<file path="config.mk">
export PLATFORM = sky130hd
export DESIGN_NAME = cascade_sequencer
export DESIGN_NICKNAME = d
export VERILOG_FILES = /design/src/rtl/cascade_sequencer.sv
export SDC_FILE = /design/constraint.sdc
export NUM_CORES = 1
export LEC_CHECK = 0
export CAP_MARGIN = 20
export CORE_UTILIZATION = 38
export DETAILED_ROUTE_END_ITERATION = 10
export DONT_BUFFER_PORTS = 1
export MAX_ROUTING_LAYER = met4
export PLACE_DENSITY = 0.56
export SYNTH_ARGS = -nofsm -noshare
export SYNTH_HDL_FRONTEND = slang
export SYNTH_SLANG_ARGS = --single-unit
</file>
<file path="constraint.sdc">
create_clock -name clk -period 1.95 [get_ports clk]
set_clock_uncertainty 0.15 [all_clocks]
set_input_delay 0.39 -clock clk [delete_from_list [all_inputs] [get_ports clk]]
set_output_delay 0.39 -clock clk [all_outputs]
set_load 0.01 [all_outputs]
</file>
<file path="src/rtl/cascade_sequencer.sv">
// cascade_sequencer
//   Clocked successor of the 8259A cascade block. Runs the full INTA pulse
//   sequence (2 pulses in 8086 mode, 3 in 8080 mode) as either the MASTER,
//   which drives the serviced slave's ID onto CAS, or a SLAVE, which compares
//   CAS with its own ID and gates its vector-bus enable. A watchdog aborts a
//   sequence stalled between INTA edges.
//
// Ports
//   clk, rst_n    clock, asynchronous active-low reset
//   sp            role: 1=MASTER, 0=SLAVE (latched at the first INTA fall)
//   cpu_mode      0=8086 (2 pulses), 1=8080 (3 pulses) (latched likewise)
//   int_pending   MASTER has a resolved request whose IR is on slave_id
//   slave_id      MASTER: IR being serviced; SLAVE: own ID
//   slave_mask    MASTER: bit i=1 means a slave sits on IR i
//   inta_n        CPU interrupt acknowledge, active low, asynchronous
//   cas_in        CAS pin input
//   cas_out/cas_oe  CAS value and output enable (MASTER only)
//   id_match      SLAVE: CAS==own ID, sampled at the second INTA fall
//   vec_en        this device drives the data bus for the current pulse
//   seq_done      one-clock pulse on normal completion
//   err           one-clock pulse on watchdog abort
module cascade_sequencer #(
  parameter int CAS_W   = 3,
  parameter int TIMEOUT = 255
) (
  input  logic                  clk,
  input  logic                  rst_n,
  input  logic                  sp,
  input  logic                  cpu_mode,
  input  logic                  int_pending,
  input  logic [CAS_W-1:0]      slave_id,
  input  logic [2**CAS_W-1:0]   slave_mask,
  input  logic                  inta_n,
  input  logic [CAS_W-1:0]      cas_in,
  output logic [CAS_W-1:0]      cas_out,
  output logic                  cas_oe,
  output logic                  id_match,
  output logic                  vec_en,
  output logic                  seq_done,
  output logic                  err
);

  localparam int WD_W      = (TIMEOUT > 1) ? $clog2(TIMEOUT) : 1;
  localparam int WD_LAST_I = (TIMEOUT > 0) ? TIMEOUT - 1 : 0;
  localparam logic [WD_W-1:0] WD_LAST = WD_LAST_I[WD_W-1:0];

  typedef enum logic [2:0] {IDLE, P1, GAP1, P2, GAP2, P3} state_t;

  logic sync1_p0, sync2_p1, edge_p2, fall_p3, rise_p3;

  state_t           state_q, state_d;
  logic             mode_q, mode_d, role_q, role_d, casc_q, casc_d;
  logic [CAS_W-1:0] id_q, id_d;
  logic [WD_W-1:0]  wd_q, wd_d;
  logic [CAS_W-1:0] cas_out_q, cas_out_d;
  logic             cas_oe_q, cas_oe_d, id_match_q, id_match_d;
  logic             vec_en_q, vec_en_d, seq_done_q, seq_done_d, err_q, err_d;
  logic             any_edge, timeout, clear_all, casc_now, match;

  // Stage p0..p2: two-flop synchronizer and edge flop (idle level is 1).
  // Stage p3: registered edge strobes, so the FSM acts 4 clocks after inta_n moves.
  always_ff @(posedge clk or negedge rst_n) begin
    if (!rst_n) begin
      sync1_p0 <= 1'b1;
      sync2_p1 <= 1'b1;
      edge_p2  <= 1'b1;
      fall_p3  <= 1'b0;
      rise_p3  <= 1'b0;
    end else begin
      sync1_p0 <= inta_n;
      sync2_p1 <= sync1_p0;
      edge_p2  <= sync2_p1;
      fall_p3  <= edge_p2 & ~sync2_p1;
      rise_p3  <= ~edge_p2 & sync2_p1;
    end
  end

  // Stage p4: sequencer state and registered outputs.
  always_ff @(posedge clk or negedge rst_n) begin
    if (!rst_n) begin
      state_q    <= IDLE;
      mode_q     <= 1'b0;
      role_q     <= 1'b0;
      casc_q     <= 1'b0;
      id_q       <= '0;
      wd_q       <= '0;
      cas_out_q  <= '0;
      cas_oe_q   <= 1'b0;
      id_match_q <= 1'b0;
      vec_en_q   <= 1'b0;
      seq_done_q <= 1'b0;
      err_q      <= 1'b0;
    end else begin
      state_q    <= state_d;
      mode_q     <= mode_d;
      role_q     <= role_d;
      casc_q     <= casc_d;
      id_q       <= id_d;
      wd_q       <= wd_d;
      cas_out_q  <= cas_out_d;
      cas_oe_q   <= cas_oe_d;
      id_match_q <= id_match_d;
      vec_en_q   <= vec_en_d;
      seq_done_q <= seq_done_d;
      err_q      <= err_d;
    end
  end

  always_comb begin
    state_d    = state_q;
    mode_d     = mode_q;
    role_d     = role_q;
    casc_d     = casc_q;
    id_d       = id_q;
    wd_d       = wd_q;
    cas_out_d  = cas_out_q;
    cas_oe_d   = cas_oe_q;
    id_match_d = id_match_q;
    vec_en_d   = vec_en_q;
    seq_done_d = 1'b0;
    err_d      = 1'b0;
    clear_all  = 1'b0;
    casc_now   = sp & slave_mask[slave_id];
    match      = ~role_q & (cas_in == id_q);
    any_edge   = fall_p3 | rise_p3;

    // Any processed edge restarts the watchdog, so a rise landing on the
    // timeout clock wins and the sequence progresses normally.
    if (any_edge)
      wd_d = '0;
    else if (state_q != IDLE)
      wd_d = wd_q + 1'b1;
    timeout = (TIMEOUT != 0) && !any_edge && (state_q != IDLE) && (wd_q == WD_LAST);

    case (state_q)
      IDLE: begin
        if (fall_p3 && (int_pending || !sp)) begin
          state_d   = P1;
          mode_d    = cpu_mode;
          role_d    = sp;
          casc_d    = casc_now;
          id_d      = slave_id;
          cas_out_d = casc_now ? slave_id : '0;
          cas_oe_d  = casc_now;
        end
      end
      P1: if (rise_p3) state_d = GAP1;
      GAP1: begin
        if (fall_p3) begin
          state_d    = P2;
          id_match_d = match;
          vec_en_d   = role_q ? ~casc_q : match;
        end
      end
      P2: begin
        if (rise_p3) begin
          vec_en_d = 1'b0;
          if (!mode_q) begin
            state_d    = IDLE;
            seq_done_d = 1'b1;
            clear_all  = 1'b1;
          end else begin
            state_d = GAP2;
          end
        end
      end
      GAP2: begin
        if (fall_p3) begin
          state_d  = P3;
          vec_en_d = role_q ? ~casc_q : id_match_q;
        end
      end
      P3: begin
        if (rise_p3) begin
          state_d    = IDLE;
          seq_done_d = 1'b1;
          clear_all  = 1'b1;
        end
      end
      default: begin
        state_d   = IDLE;
        clear_all = 1'b1;
      end
    endcase

    if (timeout) begin
      state_d   = IDLE;
      err_d     = 1'b1;
      clear_all = 1'b1;
    end

    if (clear_all) begin
      cas_out_d  = '0;
      cas_oe_d   = 1'b0;
      vec_en_d   = 1'b0;
      id_match_d = 1'b0;
    end
  end

  // A SLAVE never drives CAS, whatever the sequencer state.
  assign cas_oe   = cas_oe_q & sp;
  assign cas_out  = cas_out_q;
  assign id_match = id_match_q;
  assign vec_en   = vec_en_q;
  assign seq_done = seq_done_q;
  assign err      = err_q;

endmodule

</file>
# Yosys cells after proc, flatten, opt, wreduce, memory -nomap -nowiden
# Index checks and enable logic that the tools add are counted.
totals:
  reg_bits: 30
  output_inout_bits: 8
classes:
  order_cmp: 1
  reduce_logical: 20
  eq_ne: 16
  n_addsub: 1
  bitwise_logic: 10
  n_mux: 37
ops:
  columns: ["cell", "count"]
  rows:
  - ["3-bit 2-to-1 mux", 12]
  - ["3-bit != test, second input constant", 9]
  - ["1-bit 2-to-1 mux", 18]
  - ["3-bit one-hot mux with 6 select lines", 1]
  - ["8-bit 2-to-1 mux", 2]
  - ["2-bit nonzero test", 5]
  - ["8-bit by 1-bit adder with 8-bit output, second input constant", 1]
  - ["8-bit equality test, second input constant", 1]
  - ["3-bit by 2-bit equality test with 1-bit output, second input constant", 2]
  - ["3-bit equality test, second input constant", 2]
  - ["1-bit one-hot mux with 3 select lines", 2]
  - ["2-bit AND reduction", 3]
  - ["6-bit AND reduction", 1]
  - ["1-bit AND", 5]
  - ["3-bit by 4-bit < comparator with 1-bit output, second input constant", 1]
  - ["1-bit NOT", 4]
  - ["4-bit AND reduction", 1]
  - ["4-bit nonzero test", 1]
  - ["4-bit OR reduction", 1]
  - ["1-bit binary-select mux with 3-bit select", 1]
  - ["3-bit by 1-bit equality test with 1-bit output, second input constant", 1]
  - ["3-bit equality test", 1]
  - ["1-bit logical AND", 3]
  - ["3-bit zero test", 1]
  - ["other kinds (5)", 6]

# Logic depth before layout (Yosys ltp)
# Gate-level depths: netlist (run 1).
depth:
  word_depth: 7
  mapped_depth: 6
  mapped_depth_nobuf: 6

# Least setup slack after synthesis (run 1)
# OpenSTA, ideal clock, no wires.
synth_path:
  path_kind: "in2reg"
  start: "in slave_id[0]"
  end: "reg cas_oe_q"
  n_path_buf: 1
  stages: 5
  setup_slack_ns: 0.066
  arrival_time_ns: 1.611
  required_ns: 1.677
  cell_sequence: "clkbuf_1 > mux2_2 > or3b_2 > nand4_1 > a21oi_1"
synth_between:
  elab_chain_len: 6
synth_rtl:
  columns: ["item", "line", "source"]
  rows:
  - ["start, declared", "31", "input logic [CAS_W-1:0] slave_id,"]
  - ["1-bit binary-select mux with 3-bit select", "123", "casc_now = sp & slave_mask[slave_id];"]
  - ["1-bit 2-to-1 mux (not written as such)", "123", null]
  - ["1-bit AND", "123", null]
  - ["1-bit 2-to-1 mux", "137", "if (fall_p3 && (int_pending || !sp)) begin"]
  - ["1-bit 2-to-1 mux", "135", "case (state_q)"]
  - ["1-bit 2-to-1 mux", "192", "if (clear_all) begin"]
  - ["end signal, assigned", "101", "cas_oe_q <= cas_oe_d;"]
  - ["end, declared", "56", "logic cas_oe_q, cas_oe_d, id_match_q, id_match_d;"]
# Every way passes these cells. The select of a mux whose other input is x is not followed.
# A chain may end at the register's enable or synchronous reset.

# Worst setup path in the final report (run 1)
layout_path:
  start: "reg state_q[0]"
  end: "reg vec_en_q (netlist: vec_en)"
layout_between:
  elab_chain_len: 6
  elab_cells_between_ends: 19
  cone_classes: "eq/ne: 8; mux: 4; reduce/logical: 7"
layout_rtl:
  columns: ["item", "line", "source"]
  rows:
  - ["start, declared", "51", "state_t state_q, state_d;"]
  - ["start signal, assigned", "94", "state_q <= state_d;"]
  - ["3-bit equality test, or another cell as far along", "135", null]
  - ["4-bit OR reduction (no source line) or 1-bit logical AND (tied branches)", null, null]
  - ["1-bit one-hot mux with 3 select lines or 1-bit logical AND (tied branches)", "135, 133", null]
  - ["1-bit 2-to-1 mux", "186", "if (timeout) begin"]
  - ["3-bit != test (no source line) or 4-bit nonzero test (tied branches)", null, null]
  - ["4-bit AND reduction (no source line)", null, null]
  - ["end signal, assigned", "103", "vec_en_q <= vec_en_d;"]
  - ["end, declared", "57", "logic vec_en_q, vec_en_d, seq_done_q, seq_done_d, err_q, err_d;"]
# Parallel ways exist; a longest one is shown, timed or not.

==> results of run 1 <==
-- metrics by stage --
step / power [W] / std cells
floorplan: 0.00138 / 144
global placement: 0.00149 / 191
detailed placement: 0.00151 / 191
CTS: 0.00204 / 202
global route: 0.00215 / 202
finish: 0.00202 / 202
-- synthesized netlist by cell type (2+ instances only) --
cell / count / area [sq um]
dfrtp_1: 27 / 676
nand2_1: 13 / 48.8
nor2_1: 11 / 41.3
a21oi_1: 9 / 45.0
xor2_1: 7 / 61.3
nand4_1: 6 / 37.5
nor2b_1: 6 / 37.5
mux2_2: 5 / 56.3
mux2i_1: 4 / 40.0
nand2b_1: 4 / 25.0
o21ai_0: 4 / 20.0
xnor2_1: 4 / 35.0
buf_2: 3 / 15.0
dfstp_2: 3 / 78.8
inv_1: 3 / 11.3
nor3_1: 3 / 15.0
or3_1: 3 / 18.8
a211oi_1: 2 / 15.0
a21o_1: 2 / 15.0
and2_1: 2 / 12.5
clkbuf_1: 2 / 7.51
ha_1: 2 / 25.0
nor4_1: 2 / 12.5
-- routing by layer --
metal / GRT usage, % / vias up / routed length [um]
met1: 23.0 / 523 / 1440
li1: - / 519 / -
met5: - / - / 0
met2: 22.4 / 20 / 1320
met4: 9.78 / 0 / 59
met3: 3.99 / 7 / 110
-- logic make-up (layout without fill, tap and decap cells) --
family / Yosys count / count (layout) / synth area share [%]
compound gates: 25 / 25 / 12.5
xor+xnor: 11 / 11 / 6.30
fa+ha+maj: 2 / 2 / 1.64
buf+inv: 9 / 19 / 2.95
flops: 30 / 30 / 49.3
mux: 9 / 9 / 6.30
simple gates: 58 / 58 / 21.0
-- path summary, 6_finish.rpt --
| path | from | end | slack, ns | cells past startpoint |
|---|---|---|---|---|
| worst min-delay path | cpu_mode | mode_q | 0.11 | 1 |
| min in group asynchronous | rst_n | wd_q[5] | 0.39 | 2 |
| worst max register to register | state_q[0] | vec_en | 0.15 | 4 |
| max in group asynchronous | rst_n | sync1_p0 | 1.01 | 2 |
| worst max-delay path | state_q[0] | vec_en | 0.15 | 4 |
| worst min register to register | sync1_p0 | sync2_p1 | 0.20 | 0 |
-- what timing repair did --
action | 4_1_cts | 5_1_grt
endpoints found under the hold margin | 31 | 0
buffers inserted | 0 | 0
hold buffers | 3 | 0
resized for setup | 0 | 0
-- area by class of cell --
type | count | area, sq um | share of cell area (%)
inverter | 3 | 11.3 | 0.654
sequential | 30 | 754 | 43.8
multi-input combinational | 105 | 729 | 42.3
timing repair buffer | 8 | 77.6 | 4.50
tap | 48 | 60.1 | 3.49
clock buffer | 8 | 90.1 | 5.23
-- power groups by stage --
| stage | clock network, W | registers [W] | logic (W) |
|---|---|---|---|
| finish | 0.000503 | 0.000957 | 0.000556 |
| global route | 0.000535 | 0.000986 | 0.000630 |
| global placement | 0 | 0.000961 | 0.000531 |
| detailed placement | 0 | 0.000973 | 0.000535 |
| floorplan | 0 | 0.000914 | 0.000468 |
| CTS | 0.000516 | 0.000962 | 0.000562 |
-- worst reg2reg max path, cell delays in order (launching register included) --
cell and delay [ns]:
dfrtp_1 0.47, o31ai_4 0.35, nor4_4 0.12, a211o_4 0.36, o32ai_2 0.26
-- sequential cells by signal (all words and copies together) (netlist names) --
signal and count:
rise_p3 1, state_q 3, vec_en 1, role_q 1, wd_q 8, id_match 1
fall_p3 1, sync1_p0 1, edge_p2 1, sync2_p1 1, seq_done 1, mode_q 1
casc_q 1, cas_out 3, cas_oe_q 1, err 1, id_q 3
-- placed cells by master (no fill, tap or decap), types with 2 or more instances in the layout --
cell / instances
mux2_2: 5
inv_1: 3
nor2_1: 11
nand4_1: 6
xor2_1: 7
mux2i_1: 4
clkbuf_8: 6
xnor2_1: 4
dfstp_2: 3
nor4_1: 2
or3_1: 3
a21oi_1: 9
buf_4: 5
clkbuf_1: 2
dlygate4sd3_1: 2
a21o_1: 2
a211oi_1: 2
nor2b_1: 6
nor3_1: 3
dfrtp_1: 27
and2_1: 2
o21ai_0: 4
nand2b_1: 4
nand2_1: 13
ha_1: 2
==> impl_metrics.yaml, run 1 <==
cells_and_area:
  final_nets: 175
  drive_above_1_share_pct: 16.2
  insertedDiodeCount: 0
  utilization_pct: 45.7
  syn2layout_area_growth_pct: 12.7
  stdcell_area_sq_um: 1720
  fill_cells: 361
synth:
  yosysSeqAreaShare_pct: 49.3
  syn_nets: 166
  synthFlopType: "dfrtp_1"
  synthCells: 144
  synth.cell_area_sq_um: 1530
  yosysWarnings: 0
  synth-edff-count: 0
  ys_seq_elements: 30
  avgSynthCellArea_sq_um: 10.6
  synth.distinct_cells: 40
  async_flop_share_pct: 100
clocking:
  clock_latency_ns: 0.28
  root_buffer: "clkbuf_8"
  cts.sinks: 30
  htree_levels: 2
  clockBufferDepth: 2
  clk_pin_slew_worst_paths_ns: 0.06
  cts_tree: "done"
  cts_inserted_buffers: 5
detailed_routing:
  detail-route-antenna-nets: 0
  via_per_inst: 5.29
  drcViolationCount: 0
  wl_per_cell_um: 14.5
  vias: 1069
  wirelength_um: 2930
  drt_iter0_markers: 78
  drt_first_pass_iters: 4
place:
  io_buffers: 0
  gp_congestion: 0.886
  place_area_sq_um: 1590
  pre_cts_ws_ns: 0.146
  hpwlAfterDp_um: 2250
critical_path:
  cp_slowest_cell: "dfrtp_1"
  cp_num_buf_inv: 0
  crit_type: "reg -> reg"
  cp_max_fo: 8
  worstPathRequired_ns: 1.99
  start_kind: "flop"
  endpoint_kind: "flop"
  arrival_ns: 1.84
  crit_chain: "o31ai_4 > nor4_4 > a211o_4 > o32ai_2"
  slowest_delay_ns: 0.47
  cp_top_family: "compound AO/OA/AOI/OAI gates"
min_path:
  hold_path.class: "in -> reg"
die:
  core-area_sq_um: 3770
  dieWidth_um: 65.4
  die_h_um: 65.4
  initial_core_util_pct: 40.5
  std_cell_rows: 22
  die_area_sq_um: 4280
  io_pins: 28
grt:
  track_usage_pct: 16.8
  gr-total-overflow: 0
  grt_antenna_before_repair: 0
  grt_pass1_vias: 1120
  grt_max_degree: 31
  grt_pass1_wl_um: 5110
power:
  irDropWorstVdd_uv: 399
  p_leak_nw: 0.751
  power.density_nw_per_um2: 1170
  switchingPower_w: 0.000683
  combPwrFrac_pct: 27.6
  power_frac_seq_pct: 47.5
  switching_share_pct: 33.9
  p_int_w: 0.00133
  pwr-share-clk_pct: 25.0
run_status:
  status: "finished clean"
sta:
  hold_viol_final: 0
  setup-violations-final: 0
  period_needed_ns: 1.80
  fin_setup_tns_ns: 0
  fmax_mhz: 554
  fin_crit_sh_pct: 92.5
  slew_headroom_pct: 72.7
  setup_slack_ns: 0.145
  rsz0062_at_grt: "no"
  worstMarginPinSlew_ns: 0.407
  slew_violations: 0
  timing.hold.ws_ns: 0.107
flow_run:
  maxCapViolations: 0
Note: power is estimated with default switching activity, not from simulation.
==> run 2, diff against run 1 <==
--- a/config.mk
+++ b/config.mk
@@ -9,8 +9,8 @@
 export CORE_UTILIZATION = 38
 export DETAILED_ROUTE_END_ITERATION = 10
 export DONT_BUFFER_PORTS = 1
+export HOLD_SLACK_MARGIN = 0.1
 export MAX_ROUTING_LAYER = met4
-export PLACE_DENSITY = 0.56
 export SYNTH_ARGS = -nofsm -noshare
 export SYNTH_HDL_FRONTEND = slang
 export SYNTH_SLANG_ARGS = --single-unit
==> impl_metrics.yaml, run 2 (same netlist as run 1, synthesis figures left out) <==
cells_and_area:
  drive_above_1_share_pct: 15.0
  final_nets: 174
  largest_register_ffs: 8
  layout_commonest_cell: "dfrtp_1"
  mostFrequentLayoutCells: "dfrtp_1, nand2_1, nor2_1"
  stdcell_area_sq_um: 1710
  syn2layout_area_growth_pct: 11.5
  insertedDiodeCount: 0
  top_register: "wd_q"
place:
  place_area_sq_um: 1590
  pre_cts_ws_ns: 0.128
  hpwlAfterDp_um: 2080
  gp_congestion: 0.850
  io_buffers: 0
detailed_routing:
  detail-route-antenna-nets: 0
  drt_iter0_markers: 72
  wirelength_um: 2820
  wl_per_cell_um: 14.0
  vias: 1027
  via_per_inst: 5.11
  drt_first_pass_iters: 4
  drcViolationCount: 0
sta:
  slew_violations: 0
  worstMarginPinSlew_ns: 0.412
  setup_slack_ns: 0.130
  rsz0062_at_grt: "no"
  slew_headroom_pct: 72.3
  fin_setup_tns_ns: 0
  hold_viol_final: 0
  period_needed_ns: 1.82
  setup-violations-final: 0
  fin_crit_sh_pct: 93.3
  fmax_mhz: 549
power:
  fin_total_pwr_w: 0.00196
  p_leak_nw: 0.740
  irDropWorstVdd_uv: 652
  power.density_nw_per_um2: 1150
grt:
  track_usage_pct: 16.2
  grt_max_degree: 31
  gr-total-overflow: 0
  grt_pass1_wl_um: 5000
  grt_antenna_before_repair: 0
  grt_pass1_vias: 1102
clocking:
  root_buffer: "clkbuf_8"
  hold_buffers: 3
  htree_levels: 2
  cts_resized: 0
  cts_inserted_buffers: 5
  cts_setup_buffers: 0
  cts.sinks: 30
  cts_tree: "done"
  clockBufferDepth: 2
  clock_latency_ns: 0.27
  clk_pin_slew_worst_paths_ns: 0.06
die:
  std_cell_rows: 22
  initial_core_util_pct: 40.5
  die_h_um: 65.4
  core-area_sq_um: 3770
  die_area_sq_um: 4280
  dieWidth_um: 65.4
  io_pins: 28
critical_path:
  cp_num_buf_inv: 0
  worstPathRequired_ns: 1.98
  crit_chain: "o31ai_4 > nor4_4 > a211o_4 > o32ai_2"
  endpoint_kind: "flop"
  cp_top_family: "compound AO/OA/AOI/OAI gates"
  crit_type: "reg -> reg"
  cp_slowest_cell: "dfrtp_1"
  start_kind: "flop"
  arrival_ns: 1.85
  cp_max_fo: 8
  slowest_delay_ns: 0.48
min_path:
  hold_path.class: "in -> reg"
flow_run:
  maxCapViolations: 0
run_status:
  status: "finished clean"
## run 2: changes by cell type in the layout (fill, tap and decap cells not counted)
cell      previous run  this run
buf_4                5         4
clkbuf_1             2         3
clkbuf_8             6         5
## run 2: area by class of cell
cell class / instances / area [sq um]
well taps: 48 / 60.1
repair buffers: 7 / 70.1
inverters: 3 / 11.3
clock buffers: 8 / 80.1
multi-input cells: 105 / 729
flip-flops and latches: 30 / 754
fillers: 350 / 2070
## run 2: per-layer routing
metal / routed length [um] / global-route usage, %
met2: 1320 / 23.5
met4: 45 / 7.34
met3: 96 / 5.03
met5: 0 / -
met1: 1360 / 20.7
## run 2: worst register-to-register path, cell delays in order, from the launching register on
cell and delay, ns:
dfrtp_1 0.48, o31ai_4 0.36, nor4_4 0.12, a211o_4 0.36, o32ai_2 0.26
## run 2: final timing paths
| path | startpoint | end | slack (ns) | cells after the start |
|---|---|---|---|---|
| max in group asynchronous | rst_n | edge_p2 | 1.02 | 2 |
| worst min-delay path | slave_id[2] | id_q[2] | 0.12 | 1 |
| worst max-delay path | state_q[0] | vec_en | 0.13 | 4 |
| worst min register to register | sync1_p0 | sync2_p1 | 0.20 | 0 |
| min in group asynchronous | rst_n | cas_out[1] | 0.39 | 2 |
| worst max register to register | state_q[0] | vec_en | 0.13 | 4 |
## run 2: where the power goes
part           switching (W)  total, W  internal (W)
Combinational       0.000286  0.000549      0.000263
Clock               0.000209  0.000461      0.000253
Sequential          0.000168  0.000951      0.000783
Total               0.000663   0.00196       0.00130
## run 2: per-stage QoR
| step | util, % | cells | hold slack, ns |
|---|---|---|---|
| after floorplan | - | 144 | -0.0556 |
| after CTS | 45.2 | 201 | 0.105 |
| after global routing | 45.2 | 201 | 0.106 |
| after global placement | 42.0 | 190 | -0.0548 |
| after detailed placement | 42.0 | 190 | -0.0549 |
| final | 45.2 | 201 | 0.115 |
==> run 3, diff against run 2 <==
--- a/config.mk
+++ b/config.mk
@@ -6,9 +6,9 @@
 export NUM_CORES = 1
 export LEC_CHECK = 0
 export CAP_MARGIN = 20
+export CORE_MARGIN = 2
 export CORE_UTILIZATION = 38
 export DETAILED_ROUTE_END_ITERATION = 10
-export DONT_BUFFER_PORTS = 1
 export HOLD_SLACK_MARGIN = 0.1
 export MAX_ROUTING_LAYER = met4
 export SYNTH_ARGS = -nofsm -noshare
==> impl_metrics.yaml, run 3 (same netlist as run 1, synthesis figures left out) <==
place:
  hpwlAfterDp_um: 2330
  place_area_sq_um: 1930
  io_buffers: 27
  pre_cts_ws_ns: -0.215
  gp_congestion: 0.880
clocking:
  root_buffer: "clkbuf_8"
  cts.sinks: 30
  htree_levels: 2
  clk_pin_slew_worst_paths_ns: 0.06
  clock_latency_ns: 0.28
  hold_buffers: 0
  clockBufferDepth: 2
  cts_tree: "done"
  cts_inserted_buffers: 5
die:
  die_h_um: 67.4
  dieWidth_um: 67.4
  core-area_sq_um: 3940
  die_area_sq_um: 4550
  std_cell_rows: 23
  initial_core_util_pct: 38.8
  io_pins: 28
power:
  power_frac_seq_pct: 43.8
  combPwrFrac_pct: 32.6
  power.density_nw_per_um2: 1060
  switchingPower_w: 0.000698
  p_int_w: 0.00144
  switching_share_pct: 32.7
  pwr-share-clk_pct: 23.6
  p_leak_nw: 0.880
  fin_total_pwr_w: 0.00213
  irDropWorstVdd_uv: 658
grt:
  track_usage_pct: 16.2
  grt_antenna_before_repair: 0
  grt_max_degree: 31
  gr-total-overflow: 0
  grt_pass1_wl_um: 5320
  grt_pass1_vias: 1195
detailed_routing:
  via_per_inst: 5.02
  vias: 1184
  detail-route-antenna-nets: 0
  drt_iter0_markers: 51
  wirelength_um: 3040
  drcViolationCount: 0
  wl_per_cell_um: 12.9
  drt_first_pass_iters: 4
critical_path:
  slowest_delay_ns: 0.48
  endpoint_kind: "flop"
  start_kind: "input port"
  crit_type: "in -> reg"
  arrival_ns: 1.89
  worstPathRequired_ns: 1.97
  cp_slowest_cell: "clkdlybuf4s50_1"
  crit_chain: "clkdlybuf4s50_1 > mux2_2 > or3b_2 > nand4_1 > a21oi_1"
  reg2reg_depth: 5
  cp_max_fo: 2
sta:
  rsz0062_at_grt: "no"
  setup_slack_ns: 0.0787
  slew_violations: 0
  period_needed_ns: 1.87
  fin_crit_sh_pct: 96.0
  fmax_mhz: 534
  setup-violations-final: 0
  worstMarginPinSlew_ns: 0.382
  hold_viol_final: 0
  slew_headroom_pct: 74.5
cells_and_area:
  syn2layout_area_growth_pct: 31.8
  layout_commonest_cell: "dfrtp_1"
  top_register: "wd_q"
  final_nets: 207
  drive_above_1_share_pct: 17.7
  stdcell_area_sq_um: 2020
  mostFrequentLayoutCells: "dfrtp_1, clkdlybuf4s50_1, nand2_1, buf_4, nor2_1"
  largest_register_ffs: 8
  fill_cells: 350
  insertedDiodeCount: 0
  multi_input_area_sq_um: 729
  ff_latch_area_sq_um: 754
run_status:
  status: "finished clean"
min_path:
  hold_path.class: "reg -> reg"
  worstHoldPathCells: 0
flow_run:
  maxCapViolations: 0
[run 3: cell types whose count changed in the layout (fill, tap and decap cells not counted), sizes merged]
cell           previous run  this run
dlygate4sd2               0         1
dlygate4sd3               2         0
clkinv                    0         1
clkbuf                    8         7
clkdlybuf4s50             0        26
buf                       5        13
[run 3: power groups by stage]
stage / registers, W / logic, W / clock network [W]
finish: 0.000934 / 0.000696 / 0.000505
global placement: 0.000940 / 0.000687 / 0
CTS: 0.000939 / 0.000705 / 0.000523
global route: 0.000957 / 0.000776 / 0.000552
detailed placement: 0.000949 / 0.000705 / 0
floorplan: 0.000914 / 0.000468 / 0
[run 3: routing by layer]
layer / vias to the layer above / wire, um / GRT usage, %
met5: - / 0 / -
met4: 0 / 42 / 6.12
met3: 8 / 105 / 4.50
met2: 17 / 1510 / 26.1
met1: 568 / 1380 / 19.4
li1: 591 / - / -
[run 3: critical path: cells and delay by family]
kind / cells / cell delay (ns)
and+or+nand+nor: 2 / 0.59
buffers and inverters: 1 / 0.48
muxes: 1 / 0.35
AOI/OAI and AO/OA: 1 / 0.08
[run 3: layout make-up]
class	count	share of cell area, %
Clock buffer	7	4.28
Clock inverter	1	0.248
Inverter	3	0.559
Multi-Input combinational cell	105	36.2
Sequential cell	30	37.4
Tap cell	50	3.10
Timing Repair Buffer	40	18.2
[run 3: metrics by stage]
step | util, % | cells | setup TNS, ns | hold WS, ns
2_1_floorplan | - | 144 | 0 | -0.0556
3_3_place_gp | 48.8 | 228 | -0.639 | 0.199
3_5_place_dp | 48.8 | 228 | -0.671 | 0.200
4_1_cts | 51.1 | 236 | 0 | 0.209
5_1_grt | 51.1 | 236 | 0 | 0.210
6_report | 51.1 | 236 | 0 | 0.207
[run 3: path summary, 6_finish.rpt]
kind / startpoint / end / slack, ns
max: slave_id[0] / cas_oe_q / 0.08
min: sync1_p0 / sync2_p1 / 0.21
max reg2reg: state_q[0] / cas_out[2] / 0.22
min reg2reg: sync1_p0 / sync2_p1 / 0.21
max in group asynchronous: rst_n / edge_p2 / 0.97
min in group asynchronous: rst_n / err / 0.35
[run 3: what timing repair did]
item / 4_1_cts / 5_1_grt
buffers inserted: 0 / 0
setup endpoints to repair: 1 / 0
gates resized for setup: 1 / 0
